## config.mk

```make
export PLATFORM = sky130hd
export DESIGN_NAME = cpu7_trap_ctrl
export DESIGN_NICKNAME = d
export VERILOG_FILES = /design/src/rtl/cpu7_trap_ctrl.sv
export SDC_FILE = /design/constraint.sdc
export NUM_CORES = 1
export LEC_CHECK = 0
export ABC_AREA = 1
export CAP_MARGIN = 10
export CORE_UTILIZATION = 55
export CTS_CLUSTER_SIZE = 8
export DETAILED_ROUTE_END_ITERATION = 8
export DONT_BUFFER_PORTS = 1
export HOLD_SLACK_MARGIN = 0.05
export PLACE_DENSITY = 0.7
export SLEW_MARGIN = 20
export SYNTH_ARGS = -nofsm -noshare
export SYNTH_HDL_FRONTEND = slang
export SYNTH_HIERARCHICAL = 1
export SYNTH_SLANG_ARGS = --single-unit
```

## constraint.sdc

```tcl
create_clock -name clk -period 5.65 [get_ports clk]
set_input_delay 1.13 -clock clk [delete_from_list [all_inputs] [get_ports clk]]
set_output_delay 1.13 -clock clk [all_outputs]
set_load 0.05 [all_outputs]
```

## src/rtl/cpu7_trap_ctrl.sv

```systemverilog
// Trap/interrupt sequencer: picks one event in IDLE, drains the pipeline,
// then issues a single-cycle redirect with the matching CSR write strobes.

module cpu7_trap_pend_ch (
    input  logic clk,
    input  logic reset,
    input  logic irq,
    input  logic clr,
    output logic pend
);
    // The clear from servicing this channel beats a same-cycle request
    always_ff @(posedge clk or negedge reset) begin
        if (!reset)   pend <= 1'b0;
        else if (clr) pend <= 1'b0;
        else if (irq) pend <= 1'b1;
    end
endmodule

module cpu7_trap_ctrl #(
    parameter int XLEN           = 32,
    parameter int NIRQ           = 4,
    parameter int IRQ_CAUSE_BASE = 16,
    parameter int DRAIN_MAX      = 64
) (
    input  logic            clk,
    input  logic            reset,
    input  logic [XLEN-1:0] excp_pc,
    input  logic            excp_illinstr,
    input  logic            mret,
    input  logic [NIRQ-1:0] irq,
    input  logic [NIRQ-1:0] irq_en,
    input  logic            mie_global,
    input  logic [XLEN-1:0] csr_mtvec,
    input  logic [XLEN-1:0] csr_mepc,
    input  logic            empty_pipeline_ackW,
    output logic            empty_pipeline_req,
    output logic            flush_pc_ena,
    output logic [XLEN-1:0] flush_pc,
    output logic            mepc_wr,
    output logic [XLEN-1:0] mepc,
    output logic            mcause_wr,
    output logic [XLEN-1:0] mcause,
    output logic            mstatus_trap,
    output logic            mstatus_mret,
    output logic [NIRQ-1:0] irq_pending,
    output logic            drain_timeout,
    output logic            busy
);
    localparam int CH_W  = (NIRQ > 1) ? $clog2(NIRQ) : 1;
    localparam int CNT_W = (DRAIN_MAX > 1) ? $clog2(DRAIN_MAX) : 1;
    localparam logic [CNT_W-1:0] CNT_LAST = CNT_W'(DRAIN_MAX - 1);
    localparam logic [XLEN-1:0]  CAUSE_ILL = XLEN'(2);

    typedef enum logic [1:0] {IDLE, DRAIN, REDIRECT} state_t;
    typedef enum logic [1:0] {K_TRAP, K_RET, K_IRQ} kind_t;
    typedef struct packed {
        kind_t           kind;
        logic [CH_W-1:0] ch;
    } evt_t;

    state_t           state;
    evt_t             evt;
    logic [CNT_W-1:0] cnt;
    logic [NIRQ-1:0]  irq_hit;
    logic [NIRQ-1:0]  svc_clr;
    logic             sel_vld;
    logic [CH_W-1:0]  sel_ch;
    logic [XLEN-1:0]  sel_code;
    logic [XLEN-1:0]  svc_code;
    logic [XLEN-1:0]  trap_tgt;

    function automatic logic [XLEN-1:0] irq_code(input logic [CH_W-1:0] ch);
        return XLEN'(IRQ_CAUSE_BASE) + XLEN'(ch);
    endfunction

    genvar gi;
    generate
        for (gi = 0; gi < NIRQ; gi++) begin : g_ch
            assign svc_clr[gi] = (state == REDIRECT) && (evt.kind == K_IRQ) &&
                                 (evt.ch == CH_W'(gi));
            cpu7_trap_pend_ch u_pend (
                .clk   (clk),
                .reset (reset),
                .irq   (irq[gi]),
                .clr   (svc_clr[gi]),
                .pend  (irq_pending[gi])
            );
        end
    endgenerate

    assign irq_hit = irq_pending & irq_en & {NIRQ{mie_global}};

    // Lowest enabled pending channel wins
    always_comb begin
        sel_vld = 1'b0;
        sel_ch  = '0;
        for (int i = NIRQ - 1; i >= 0; i--) begin
            if (irq_hit[i]) begin
                sel_vld = 1'b1;
                sel_ch  = CH_W'(i);
            end
        end
    end

    assign sel_code = irq_code(sel_ch);
    assign svc_code = irq_code(evt.ch);
    assign trap_tgt = {csr_mtvec[XLEN-1:2], 2'b00} +
                      (((evt.kind == K_IRQ) && (csr_mtvec[1:0] == 2'b01)) ?
                       (svc_code << 2) : '0);

    always_ff @(posedge clk or negedge reset) begin
        if (!reset) begin
            state              <= IDLE;
            evt                <= '{kind: K_TRAP, ch: '0};
            cnt                <= '0;
            empty_pipeline_req <= 1'b0;
            busy               <= 1'b0;
            flush_pc_ena       <= 1'b0;
            flush_pc           <= '0;
            mepc_wr            <= 1'b0;
            mepc               <= '0;
            mcause_wr          <= 1'b0;
            mcause             <= '0;
            mstatus_trap       <= 1'b0;
            mstatus_mret       <= 1'b0;
            drain_timeout      <= 1'b0;
        end else begin
            flush_pc_ena  <= 1'b0;
            flush_pc      <= '0;
            mepc_wr       <= 1'b0;
            mcause_wr     <= 1'b0;
            mstatus_trap  <= 1'b0;
            mstatus_mret  <= 1'b0;
            drain_timeout <= 1'b0;
            case (state)
                IDLE: begin
                    cnt <= '0;
                    if (excp_illinstr || mret || sel_vld) begin
                        state              <= DRAIN;
                        empty_pipeline_req <= 1'b1;
                        busy               <= 1'b1;
                    end
                    if (excp_illinstr) begin
                        evt    <= '{kind: K_TRAP, ch: '0};
                        mepc   <= excp_pc;
                        mcause <= CAUSE_ILL;
                    end else if (mret) begin
                        evt <= '{kind: K_RET, ch: '0};
                    end else if (sel_vld) begin
                        evt    <= '{kind: K_IRQ, ch: sel_ch};
                        mepc   <= excp_pc;
                        mcause <= {1'b1, sel_code[XLEN-2:0]};
                    end
                end
                DRAIN: begin
                    if (empty_pipeline_ackW || cnt == CNT_LAST) begin
                        state         <= REDIRECT;
                        flush_pc_ena  <= 1'b1;
                        drain_timeout <= !empty_pipeline_ackW;
                        if (evt.kind == K_RET) begin
                            mstatus_mret <= 1'b1;
                            flush_pc     <= csr_mepc;
                        end else begin
                            mepc_wr      <= 1'b1;
                            mcause_wr    <= 1'b1;
                            mstatus_trap <= 1'b1;
                            flush_pc     <= trap_tgt;
                        end
                    end else begin
                        cnt <= cnt + 1'b1;
                    end
                end
                REDIRECT: begin
                    state              <= IDLE;
                    cnt                <= '0;
                    empty_pipeline_req <= 1'b0;
                    busy               <= 1'b0;
                end
                default: state <= IDLE;
            endcase
        end
    end
endmodule

```

==> results.md <==
Clock tree:
- Clock-pin slew was measured on the worst setup and hold paths at 0.10 ns.
- The number of CTS-inserted buffers is 9.
- The maximum buffer depth of the clock tree is 2.
- The clock reaches the later pin of the worst-skew pair after between 0.3 and 0.4 ns.
- In this run the number of H-tree levels came out at 3.
- Hold repair after CTS inserted 0 buffers.
- The tree built by TritonCTS fans out to 88 sinks.
- CTS placed an instance of sky130_fd_sc_hd__clkbuf_8 at the clock tree root.
- The post-CTS setup buffer count is 0.
- TritonCTS built the clock tree.
- The number of instances resized during post-cts repair is 0.

Cells and area:
- The synthesis-to-layout area growth is 3.225%.
- The number of antenna diodes in the final layout is 0.
- The number of standard cells in the final layout excluding fillers is 698.
- The number of nets in the layout is around 700.
- The ratio of cells with drive above 1 in the final layout is 0.06071.
- The post-route standard cell area excluding fillers is between 4000 and 5000 sq um.
- The number of filler instances in the final layout is around 770.
- At the end of the flow the core is filled with cells to 0.5849.
- Registers take 2202 sq um.
- Summing all multi-input logic gate instances after layout gives 1938 sq um.

Setup path:
- Walking the worst path, the cells encountered are nor4_1 -> inv_1 -> nor2_1 -> ha_1 -> fa_1 -> nand3_1 -> o21ai_2 -> nand3_1 -> nor2_1 -> nand3_1 -> nand3_1 -> nand2_1.
- The startpoint kind of the worst setup timing path is an input pin.
- The cell with the most instances on the worst path is sky130_fd_sc_hd__nand3_1.
- The endpoint class of the critical path is a register.
- For this run, the slowest stage of the critical path takes ~0.5 ns.
- The maximum fanout encountered on the critical timing path is 4.
- The data required time at the worst endpoint is 5.90 ns.
- The slowest stage of the critical path is the sky130_fd_sc_hd__nor4_1 cell.
- The class of the most critical setup path is in -> reg.
- For the worst setup path, the data arrival time is 3.40 ns.

Floorplan:
- The starting utilization of the core area is 0.5666.
- The placeable core region is roughly 8200 sq um.
- The count of boundary I/O pins is 218.
- From left edge to right edge, the die measures 94.01 um.
- The number of rows in the core area is 33.
- The overall die area is 8837 sq um.
- In this run the vertical extent of the chip is around 94 um.

Drt:
- The count of TritonRoute iterations in the first routing pass is 4.
- The DRC violation count after routing is 0.
- After the first detailed-routing iteration, the DRC count stood at 105.
- The detailed router placed 3656 vias in this run.
- Dividing the detail-routed wire length by the instance count gives roughly 15 um.
- Summed over all layers, the routed wires come to 10390 um.
- Dividing the detail-routed via count by the number of cells gives 5.238.
- The remaining number of nets flagged by the antenna check after routing is 0.

Timing:
- The maximum frequency from static timing analysis is 317.3 MHz.
- The max-slew violation count is 0.
- Hold timing on the final database bottoms out at a slack of 0.4539 ns.
- The post-route clock period utilization is 0.5578.
- The minimum clock period after layout is 3.152 ns.
- The transition time at the pin with the least slew margin is 0.9996 ns.
- Setup violations remaining at the end of the flow were counted as 0.
- The final clock skew is 0.01426 ns.
- The post-route setup TNS is 0 ns.
- Setup repair after global routing left no endpoint under its margin.
- The headroom to the max-slew limit is 0.3314.
- The number of failing hold endpoints at the final stage is 0.
- Once routing completed, OpenROAD measured the worst setup slack at roughly 2.5 ns.

Yosys:
- The largest area contributor in the synthesized netlist is sky130_fd_sc_hd__dfrtp_1.
- In this run, synthesis produced a sequential element count of 88.
- The fraction of registers with async set or reset after synthesis is 1.000.
- The commonest cells after synthesis are sky130_fd_sc_hd__nand2_1 (174), sky130_fd_sc_hd__dfrtp_1 (88), sky130_fd_sc_hd__inv_1 (77).
- The share of synthesized area in the top cell type comes to 0.4730.
- The per-instance average area after synthesis is 7.851 sq um.
- The number of distinct library cells after synthesis is 35.
- The most instantiated flip-flop cell in the synthesis netlist is sky130_fd_sc_hd__dfrtp_1.
- The number of warnings issued by yosys is 6.
- The count of flip-flops with a built-in enable after synthesis is 0.
- Ranked by total cell area, the synthesized netlist is headed by sky130_fd_sc_hd__dfrtp_1 (47%), sky130_fd_sc_hd__nand2_1 (14%), sky130_fd_sc_hd__inv_1 (6.2%).
- The most common cell in the synthesized netlist is sky130_fd_sc_hd__nand2_1.
- The sequential share of the synthesized area is 0.4730.
- The synthesized instance count is 593.
- The synthesized netlist occupies a cell area of 4656 sq um.

Status:
- The run finished with clean final reports.

Placed design:
- Port buffering added 0 buffers.
- The placement-stage cell area is 4572 sq um.
- In this run, placement finished with an instance count of 682.
- The global placement routability congestion is 0.9485.
- The worst slack at placement is 2.181 ns.
- The HPWL after detailed placement is 7984 um.

Run:
- The number of violations of the max-capacitance limit is 0.

GRT:
- For this run, the total global-route usage over all layers was measured as 0.2396.
- The overflow left after global routing is 0.
- The number of antenna violations at the first check in global routing is 0.
- The global-route wire length before repair is 16140 um.
- Entering global routing, the biggest net connects just under 90 pins.
- The via count of the first global-routing pass is 3485.

Min path:
- The worst hold path belongs to the class in -> async.

Power and ir drop:
- For this design the ratio of total power to cell area is 537.3 nW/um^2.
- The overall power is 2.582 mW.
- The highest ir drop seen on vdd is 0.0002518 V.
- The static leakage is between 2 and 2.5 nW.
cells in the final DEF (no fill, tap or decap), types with 2 or more instances in the layout:
cell / netlist / routed
sky130_fd_sc_hd__conb_1: 1 / 28
sky130_fd_sc_hd__xnor2_1: 6 / 6
sky130_fd_sc_hd__clkbuf_8: 0 / 9
sky130_fd_sc_hd__nor2_1: 42 / 42
sky130_fd_sc_hd__o21ai_1: 9 / 9
sky130_fd_sc_hd__nor3_1: 11 / 11
sky130_fd_sc_hd__dfrtp_1: 88 / 88
sky130_fd_sc_hd__a22o_2: 3 / 3
sky130_fd_sc_hd__clkinv_4: 0 / 2
sky130_fd_sc_hd__o21ai_0: 45 / 45
sky130_fd_sc_hd__bufinv_16: 0 / 2
sky130_fd_sc_hd__ha_1: 4 / 4
sky130_fd_sc_hd__nand2_1: 174 / 174
sky130_fd_sc_hd__nand3_1: 43 / 43
sky130_fd_sc_hd__o21bai_1: 4 / 4
sky130_fd_sc_hd__inv_6: 0 / 2
sky130_fd_sc_hd__inv_2: 3 / 3
sky130_fd_sc_hd__nor4_1: 2 / 2
sky130_fd_sc_hd__xor2_1: 5 / 5
sky130_fd_sc_hd__nand4_1: 8 / 8
sky130_fd_sc_hd__a21oi_1: 5 / 5
sky130_fd_sc_hd__nor2_4: 3 / 3
sky130_fd_sc_hd__o21ai_2: 3 / 3
sky130_fd_sc_hd__nor2_2: 2 / 2
sky130_fd_sc_hd__inv_1: 77 / 77
flip-flops by register name, indices dropped and copies added (netlist names), 2 cells and up:
| name | count |
|---|---|
| cnt | 6 |
| evt | 4 |
| mcause | 3 |
| mepc | 32 |
| g_ch.u_pend/pend | 4 |
| flush_pc | 32 |
| state | 2 |
critical path, delay by kind of cell:
| family | cells | cell delay, ns |
|---|---|---|
| compound gates | 1 | 0.28 |
| simple gates | 8 | 1.42 |
| buf+inv | 1 | 0.12 |
| fa+ha+maj | 2 | 0.44 |
area by class of cell:
cell class | instances | share of cell area
sequential | 88 | 0.4582
inverter | 80 | 0.06248
clock inverter | 7 | 0.02135
tap | 105 | 0.02734
multi-input combinational | 408 | 0.4033
clock buffer | 9 | 0.02577
timing repair buffer | 1 | 0.001562
cell families (layout without fill, tap and decap cells):
group,after synthesis,count (layout),share of synthesized area
simple gates,292,292,0.2698
buf+inv,124,97,0.1341
fa+ha+maj,5,5,0.01505
other cells,1,28,0.0008055
flops,88,88,0.4730
xor+xnor,11,11,0.02069
compound gates,72,72,0.08654
metal layers:
metal,vias to the layer above,share of wire,track usage
met5,-,0,0
met3,19,0.090,0.08252
met4,0,0.022,0.09744
met1,1672,0.40,0.2769
met2,168,0.49,0.4045
li1,1797,-,-
where the power goes:
group | switching [mW] | internal, mW | leakage [nW]
registers | 0.814 | 0.823 | 1.13
clock network | 0.236 | 0.254 | 0.110
logic | 0.325 | 0.131 | 1.24
path summary, 6_finish.rpt:
check | cells after the start | from | slack (ns) | to
worst max-delay path | 12 | csr_mtvec[1] | 2.50 | flush_pc[24]$_DFF_PN0_
max in group asynchronous | 0 | reset | 5.04 | mepc[22]$_DFFE_PN0P_
min in group clk | 2 | cnt[1]$_DFFE_PN0P_ | 0.52 | cnt[1]$_DFFE_PN0P_
worst max register to register | 12 | evt[2]$_DFFE_PN0P_ | 2.81 | flush_pc[24]$_DFF_PN0_
worst min-delay path | 0 | reset | 0.45 | g_ch[1].u_pend/pend$_DFFE_PN0P_
worst min register to register | 2 | cnt[1]$_DFFE_PN0P_ | 0.52 | cnt[1]$_DFFE_PN0P_
(Power assumes the default switching activity.)
